<file path="src/rtl/layer_pkg.sv">
// Shared opcodes, frame lengths and parser state encoding for the layer
// command decoder.
package layer_pkg;

  localparam logic [7:0] CMD_CONF = 8'h2A;
  localparam logic [7:0] CMD_DATA = 8'h2C;

  localparam int CONF_LEN = 6;
  localparam int DATA_LEN = 256;

  typedef enum logic [1:0] {
    IDLE    = 2'd0,
    CONF    = 2'd1,
    DATA    = 2'd2,
    DISCARD = 2'd3
  } parse_state_t;

  // Byte 0 of a word lands in bits 31:24, so lane selection runs MSB-first.
  function automatic logic [3:0] lane_of(input logic [1:0] sel);
    return 4'b1000 >> sel;
  endfunction

endpackage

</file>
<file path="src/rtl/layer_cmd_parse.sv">
// Byte-stream command decoder: turns SPI bytes into pixel RAM writes and
// owns the WS281x bit-timing registers of one layer.
module layer_cmd_parse
  import layer_pkg::*;
#(
  parameter logic [7:0]  T0H_DEF = 8'd18,
  parameter logic [7:0]  T0L_DEF = 8'd40,
  parameter logic [7:0]  T1H_DEF = 8'd35,
  parameter logic [7:0]  T1L_DEF = 8'd30,
  parameter logic [15:0] RST_DEF = 16'd2500
) (
  input  logic        clk_in,
  input  logic        rst_in,
  input  logic        byte_rdy_in,
  input  logic [7:0]  byte_data_in,
  input  logic        frame_end_in,
  output logic        wr_en_out,
  output logic [5:0]  wr_addr_out,
  output logic [7:0]  wr_data_out,
  output logic [3:0]  wr_byte_en_out,
  output logic        wr_done_out,
  output logic [7:0]  t0h_cnt_out,
  output logic [7:0]  t0l_cnt_out,
  output logic [7:0]  t1h_cnt_out,
  output logic [7:0]  t1l_cnt_out,
  output logic [15:0] rst_cnt_out
);

  parse_state_t state_q, state_d;
  logic [8:0]   idx_q, idx_d;
  logic [2:0]   cfg_cnt_q, cfg_cnt_d;
  logic [7:0]   sh_t0h_q, sh_t0h_d;
  logic [7:0]   sh_t0l_q, sh_t0l_d;
  logic [7:0]   sh_t1h_q, sh_t1h_d;
  logic [7:0]   sh_t1l_q, sh_t1l_d;
  logic [7:0]   sh_rsth_q, sh_rsth_d;
  logic         done_pend_q, done_pend_d;

  logic         wr_en_q, wr_en_d;
  logic [5:0]   wr_addr_q, wr_addr_d;
  logic [7:0]   wr_data_q, wr_data_d;
  logic [3:0]   wr_be_q, wr_be_d;
  logic         wr_done_q, wr_done_d;
  logic [7:0]   t0h_q, t0h_d;
  logic [7:0]   t0l_q, t0l_d;
  logic [7:0]   t1h_q, t1h_d;
  logic [7:0]   t1l_q, t1l_d;
  logic [15:0]  rst_cnt_q, rst_cnt_d;

  // State, shadow and output registers with synchronous reset.
  always_ff @(posedge clk_in) begin
    if (rst_in) begin
      state_q     <= IDLE;
      idx_q       <= 9'd0;
      cfg_cnt_q   <= 3'd0;
      sh_t0h_q    <= 8'd0;
      sh_t0l_q    <= 8'd0;
      sh_t1h_q    <= 8'd0;
      sh_t1l_q    <= 8'd0;
      sh_rsth_q   <= 8'd0;
      done_pend_q <= 1'b0;
      wr_en_q     <= 1'b0;
      wr_addr_q   <= 6'd0;
      wr_data_q   <= 8'd0;
      wr_be_q     <= 4'd0;
      wr_done_q   <= 1'b0;
      t0h_q       <= T0H_DEF;
      t0l_q       <= T0L_DEF;
      t1h_q       <= T1H_DEF;
      t1l_q       <= T1L_DEF;
      rst_cnt_q   <= RST_DEF;
    end else begin
      state_q     <= state_d;
      idx_q       <= idx_d;
      cfg_cnt_q   <= cfg_cnt_d;
      sh_t0h_q    <= sh_t0h_d;
      sh_t0l_q    <= sh_t0l_d;
      sh_t1h_q    <= sh_t1h_d;
      sh_t1l_q    <= sh_t1l_d;
      sh_rsth_q   <= sh_rsth_d;
      done_pend_q <= done_pend_d;
      wr_en_q     <= wr_en_d;
      wr_addr_q   <= wr_addr_d;
      wr_data_q   <= wr_data_d;
      wr_be_q     <= wr_be_d;
      wr_done_q   <= wr_done_d;
      t0h_q       <= t0h_d;
      t0l_q       <= t0l_d;
      t1h_q       <= t1h_d;
      t1l_q       <= t1l_d;
      rst_cnt_q   <= rst_cnt_d;
    end
  end

  // Next-state: byte handling first, then frame-end closes the frame.
  always_comb begin
    state_d     = state_q;
    idx_d       = idx_q;
    cfg_cnt_d   = cfg_cnt_q;
    sh_t0h_d    = sh_t0h_q;
    sh_t0l_d    = sh_t0l_q;
    sh_t1h_d    = sh_t1h_q;
    sh_t1l_d    = sh_t1l_q;
    sh_rsth_d   = sh_rsth_q;
    done_pend_d = 1'b0;
    wr_en_d     = 1'b0;
    wr_addr_d   = wr_addr_q;
    wr_data_d   = wr_data_q;
    wr_be_d     = 4'd0;
    wr_done_d   = done_pend_q;
    t0h_d       = t0h_q;
    t0l_d       = t0l_q;
    t1h_d       = t1h_q;
    t1l_d       = t1l_q;
    rst_cnt_d   = rst_cnt_q;

    if (byte_rdy_in) begin
      case (state_q)
        IDLE: begin
          if (byte_data_in == CMD_CONF) begin
            state_d   = CONF;
            cfg_cnt_d = 3'd0;
          end else if (byte_data_in == CMD_DATA) begin
            state_d = DATA;
            idx_d   = 9'd0;
          end else begin
            state_d = DISCARD;
          end
        end
        CONF: begin
          if (cfg_cnt_q == 3'(CONF_LEN - 1)) begin
            // Commit all timing registers at once; partial frames never get here.
            t0h_d     = sh_t0h_q;
            t0l_d     = sh_t0l_q;
            t1h_d     = sh_t1h_q;
            t1l_d     = sh_t1l_q;
            rst_cnt_d = {sh_rsth_q, byte_data_in};
            cfg_cnt_d = 3'd0;
            state_d   = DISCARD;
          end else begin
            cfg_cnt_d = cfg_cnt_q + 3'd1;
            case (cfg_cnt_q)
              3'd0:    sh_t0h_d  = byte_data_in;
              3'd1:    sh_t0l_d  = byte_data_in;
              3'd2:    sh_t1h_d  = byte_data_in;
              3'd3:    sh_t1l_d  = byte_data_in;
              3'd4:    sh_rsth_d = byte_data_in;
              default: sh_rsth_d = sh_rsth_q;
            endcase
          end
        end
        DATA: begin
          wr_en_d   = 1'b1;
          wr_addr_d = idx_q[7:2];
          wr_data_d = byte_data_in;
          wr_be_d   = lane_of(idx_q[1:0]);
          idx_d     = idx_q + 9'd1;
          if (idx_q == 9'(DATA_LEN - 1)) begin
            done_pend_d = 1'b1;
            state_d     = DISCARD;
          end else begin
            done_pend_d = 1'b0;
          end
        end
        DISCARD: begin
          state_d = DISCARD;
        end
        default: begin
          state_d = IDLE;
        end
      endcase
    end else begin
      state_d = state_q;
    end

    if (frame_end_in) begin
      state_d = IDLE;
      if (state_q == DATA) begin
        // A byte in this same cycle writes next cycle, so done must wait one more.
        if (byte_rdy_in) begin
          done_pend_d = 1'b1;
        end else if (idx_q != 9'd0) begin
          wr_done_d = 1'b1;
        end else begin
          wr_done_d = done_pend_q;
        end
      end else begin
        wr_done_d = done_pend_q;
      end
    end else begin
      wr_done_d = done_pend_q;
    end
  end

  assign wr_en_out      = wr_en_q;
  assign wr_addr_out    = wr_addr_q;
  assign wr_data_out    = wr_data_q;
  assign wr_byte_en_out = wr_be_q;
  assign wr_done_out    = wr_done_q;
  assign t0h_cnt_out    = t0h_q;
  assign t0l_cnt_out    = t0l_q;
  assign t1h_cnt_out    = t1h_q;
  assign t1l_cnt_out    = t1l_q;
  assign rst_cnt_out    = rst_cnt_q;

endmodule

</file>
<file path="config.mk">
export PLATFORM = sky130hd
export DESIGN_NAME = layer_cmd_parse
export DESIGN_NICKNAME = d
export VERILOG_FILES = /design/src/rtl/layer_pkg.sv /design/src/rtl/layer_cmd_parse.sv
export SDC_FILE = /design/constraint.sdc
export NUM_CORES = 1
export LEC_CHECK = 0
export ABC_AREA = 1
export BUFFER_PORTS_ARGS = -buffer_cell sky130_fd_sc_hd__buf_2
export CAP_MARGIN = 10
export CORE_ASPECT_RATIO = 0.8
export CORE_MARGIN = 8
export CORE_UTILIZATION = 30
export DETAILED_ROUTE_END_ITERATION = 8
export PLACE_DENSITY = 0.47
export SYNTH_ARGS = -nofsm -noshare
export SYNTH_HDL_FRONTEND = slang
export SYNTH_SLANG_ARGS = --single-unit
export TNS_END_PERCENT = 100
</file>
<file path="constraint.sdc">
create_clock -name clk_in -period 1.9 [get_ports clk_in]
set_input_delay 0.38 -clock clk_in [delete_from_list [all_inputs] [get_ports clk_in]]
set_output_delay 0.38 -clock clk_in [all_outputs]
set_load 0.02 [all_outputs]
</file>
# Word level (Yosys, flattened, before mapping)

Index checks and enable logic that the tools add are counted.

Bits of input ports: 12
Bits in registers: 123
Word-level logic and storage cells: 81
Output and inout bits: 68

Reductions and logical operators: 18
Shift-type cells: 1
Equal/unequal tests: 16
Add/subtract/negate cells: 2
Bitwise gates (word level): 3
Multiplexer cells: 22

Operators by type and width:

| operator            | count |
|---|---|
| $reduce_and 4->1    | 6 |
| $mux 9              | 2 |
| $pmux 9 s2          | 1 |
| $eq 8x6->1 const B  | 2 |
| $mux 1              | 12 |
| $ne 2x2->1 const B  | 5 |
| $add 9x1->9 const B | 1 |
| $eq 9x8->1 const B  | 1 |
| $reduce_and 3->1    | 3 |
| $reduce_bool 9->1   | 1 |
| $pmux 2 s4          | 1 |
| $eq 3x2->1 const B  | 2 |
| $eq 3x3->1 const B  | 2 |
| $mux 2              | 3 |
| $mux 3              | 2 |
| $pmux 3 s2          | 1 |
| $eq 2x2->1 const B  | 2 |
| $reduce_bool 2->1   | 2 |
| $reduce_or 2->1     | 2 |
| $shr 4x2->4 const A | 1 |
| $add 3x1->3 const B | 1 |
| $eq 3x1->1 const B  | 1 |
| $logic_not 3->1     | 1 |
| $not 1->1           | 3 |
| 4 further kinds     | 4 |

# Longest topological paths before layout

Depth in word-level cells: 7
Gate-level depth with buffers: 10
Gate-level depth less buffers: 10

# Worst setup path before layout

Ideal clock, no wire load.

Path kind: register to register
Start: register idx_q[1]
End: register state_q[0]
Period minus slack after synthesis: 1,395 ps
Data arrival time: 1,325 ps
Setup time: 70 ps
Cell stages (with the launch flop): 11
Path slack: 505 ps
Path buffers: 0
Cells stage by stage: dfxtp_1 > ha_1 > nand2_1 > nor2_1 > nand2_1 > nor2_1 > ha_1 > o211ai_1 > nand2_1 > nand2_1 > a21oi_1

Word-level cells in the longest chain between the ends: 3

RTL lines:

| what                       | line                   | text |
|---|---|---|
| start, declared            | layer_cmd_parse.sv:30  | `logic [8:0] idx_q, idx_d;` |
| start signal, assigned     | layer_cmd_parse.sv:74  | `idx_q <= idx_d;` |
| $eq 9x8->1                 | layer_cmd_parse.sv:158 | `if (idx_q == 9'(DATA_LEN - 1)) begin` |
| $ne 2x2->1 (no line)       | --                     |  |
| $reduce_and 3->1 (no line) | --                     |  |
| end signal, assigned       | layer_cmd_parse.sv:73  | `state_q <= state_d;` |
| end, declared              | layer_cmd_parse.sv:29  | `parse_state_t state_q, state_d;` |

Every way passes these cells.
A chain may end at the register's enable or synchronous reset.

# Final worst setup path

Ends and elaborated chain as after synthesis.

==> metrics <==
clock latency at the later pin of the worst-skew pair 410 ps; TritonCTS Sinks 123; Cell Count, Final, Fillers Out 843; EDFF count, synth 0; worst r2r src idx_q[1]; number of diodes 0; die area 19,400 um^2; number of port buffers 79; Seq cells post-synth 123; crit path DAT 2020 ps; crit-path max cell delay 430 ps; H-Tree Depth 4; fraction of synthesized area in multiplexers 0; CP most frequent cell nand2_1; fraction of registers with async set/reset 0; Final Setup Violations 0; CTS tree built; clock-pin slew on the worst setup and hold paths 50 ps; commonest non-fill, non-tap cell in the layout dfxtp_1; worst hold path type input port to register; cell breakdown of the critical path ha_1 -> nand2_1 -> nor2_1 -> nand2_1 -> nor2_1 -> ha_1 -> o211ai_1 -> nand2_1 -> nand2_1 -> a21oi_1; Final GP Congestion 0.801; Post-Syn Nets 584; Crit Path Max Fanout 6; run status finished clean; worst path bufs/invs 0; vias in the first global route 3,814; Die Ht 126 um; Post-Place Cell Area 5120 um^2; largest net degree at the start of global routing 50; worst relative slew slack 0.442; Leak 2.58 nW; io pins 80; Synth area leader dfxtp_1; FF-to-FF End state_q[0]; hold_ws 233 ps; post-CTS sizing 0; Synth top area share 0.539; root buf cell clkbuf_16; Max Clock Skew 3.43 ps; Final nets 661; worst slew pin tran 837 ps; DIE WIDTH 154 um; sequential fraction of the synthesis area 0.539; largest family of logic cells by synthesized area compound AO/OA/AOI/OAI gates; Congestion Overflow GR 0; Final min period 1690 ps; Syn. warnings 0; Critical Path Source Type register; Wirelength per Cell 15.3 um; Detailed Route WL 12,900 um; post-DP HPWL 8590 um; Post-Synth Adder-Cell Area 0.0110; crit path from idx_q[1]; Mean Syn Cell Area 8.04 um^2; CTS buffer count 17; first drt pass iteration count 4; worst reg-to-reg setup slack 210 ps; RSZ-0062 raised after global routing false; vias per cell 4.75; pwr/cell area 1010 nW/um^2; Crit path required time 2230 ps; most frequent cells in the layout dfxtp_1 (123), nor2_1 (94), o21ai_0 (90); Placed Cells 815; hold bufs inserted after CTS 0; area delta synth->final 23.3%; Tot GR Track Use 0.136; R2R depth 10; core area 15,000 um^2; row count 40; fin. max-slew vios 0; Starting Density 0.305; peak supply drop 450 uV; Antenna Nets Post-Route 0; simple-gate share of the synthesized area 0.179; first-pass GRT wire length 20,800 um; DRC 0; critical path depth 10; Mapped Cells 568; Synth area leaders dfxtp_1 (54%), o21ai_0 (9.9%), nor2_1 (7.7%), a21oi_1 (7.2%), nand2_1 (5.6%); Synth cell types 27; Longest Clk Path Bufs 2; Maximum Capacitance Violations 0; Most used DFF post-synth dfxtp_1; layout cells sized above 1 0.202; Initial DRC Count 242; final cell area excluding filler cells 5630 um^2; Synth Area in XOR/XNOR 0.00384; crit-path leading delay family simple AND/OR/NAND/NOR gates; Post CTS Setup Buffer Count 0; mapped cell area 4560 um^2; initial antenna violation count 0; final worst path period share 0.887; Worst path slowest cell dfxtp_1; Fmax 0.593 GHz; CP Class register to register; Synth Area in Compound Gates 0.192; Vias 4,005; Hold Fails Final Rpt 0; setup TNS 0 ps; Setup crit end kind register; Critical Path Sink state_q[0]
==> power by group <==
group | internal, mW | total (mW) | switching (mW)
clock | 1.77 | 2.82 | 1.05
sequential | 2.61 | 2.63 | 0.0178
combinational | 0.0682 | 0.228 | 0.160
total | 4.45 | 5.68 | 1.23
==> worst register-to-register path: stages (launching register included) <==
cell      delay [ps]
dfxtp_1          430
ha_1             250
nand2_1           90
nor2_1           110
nand2_1           70
nor2_1           120
ha_1             190
o211ai_1         110
nand2_1           70
nand2_1           50
a21oi_1          120
==> registers in the layout, summed over array words and instances (netlist names), 3 cells and up <==
register and flops:
rst_cnt_out 16, idx_q 9, sh_rsth_q 8, sh_t0h_q 8
sh_t0l_q 8, sh_t1h_q 8, sh_t1l_q 8, t0h_cnt_out 8
t0l_cnt_out 8, t1h_cnt_out 8, t1l_cnt_out 8, wr_data_out 8
wr_addr_out 6, wr_byte_en_out 4, cfg_cnt_q 3
==> synth_stat cells, types with 7 or more instances <==
library cell  count
o211ai_1          7
inv_2             7
nor2_1           94
inv_1            33
nand2_1          68
clkbuf_1         14
o21ai_0          90
nand3_1          20
buf_2             9
dfxtp_1         123
a21oi_1          66
==> kinds of logic after synthesis <==
kind of cell,Yosys count
AO/OA/AOI/OAI,169
XOR/XNOR,2
buffers and inverters,72
adder cells (fa/ha/maj),4
flip-flops,123
AND/OR/NAND/NOR,198
==> routing by layer <==
| layer | track usage | vias to the layer above | wire length [um] |
|---|---|---|---|
| li1 | - | 2034 | - |
| met1 | 0.187 | 1861 | 6700 |
| met2 | 0.191 | 98 | 5140 |
| met3 | 0.0495 | 12 | 901 |
| met4 | 0.0449 | 0 | 128 |
| met5 | 0 | - | 0 |
==> worst min path at each step <==
stage / from / end / slack (ps) / cells after the start
finish: frame_end_in / done_pend_q / 230 / 3
global route: frame_end_in / done_pend_q / 250 / 3
CTS: frame_end_in / done_pend_q / 220 / 3
detailed placement: done_pend_q / wr_done_out / 450 / 1
global placement: done_pend_q / wr_done_out / 430 / 1
floorplan: done_pend_q / wr_done_out / 420 / 1
==> stage by stage <==
step	util	setup WS (ps)	power [mW]
floorplan	-	505	2.81
global placement	0.342	239	2.91
detailed placement	0.342	199	2.91
CTS	0.376	234	5.75
global route	0.376	23.4	5.90
finish	0.376	215	5.68
==> cell type report <==
type / count / area (um^2)
Fill cell: 1526 / 9340
Inverter: 40 / 150
Clock buffer: 25 / 495
Timing Repair Buffer: 90 / 503
Clock inverter: 3 / 15.0
Sequential cell: 123 / 2460
Tap cell: 189 / 236
Multi-Input combinational cell: 373 / 1760
Power figures use the tool's default switching activity.
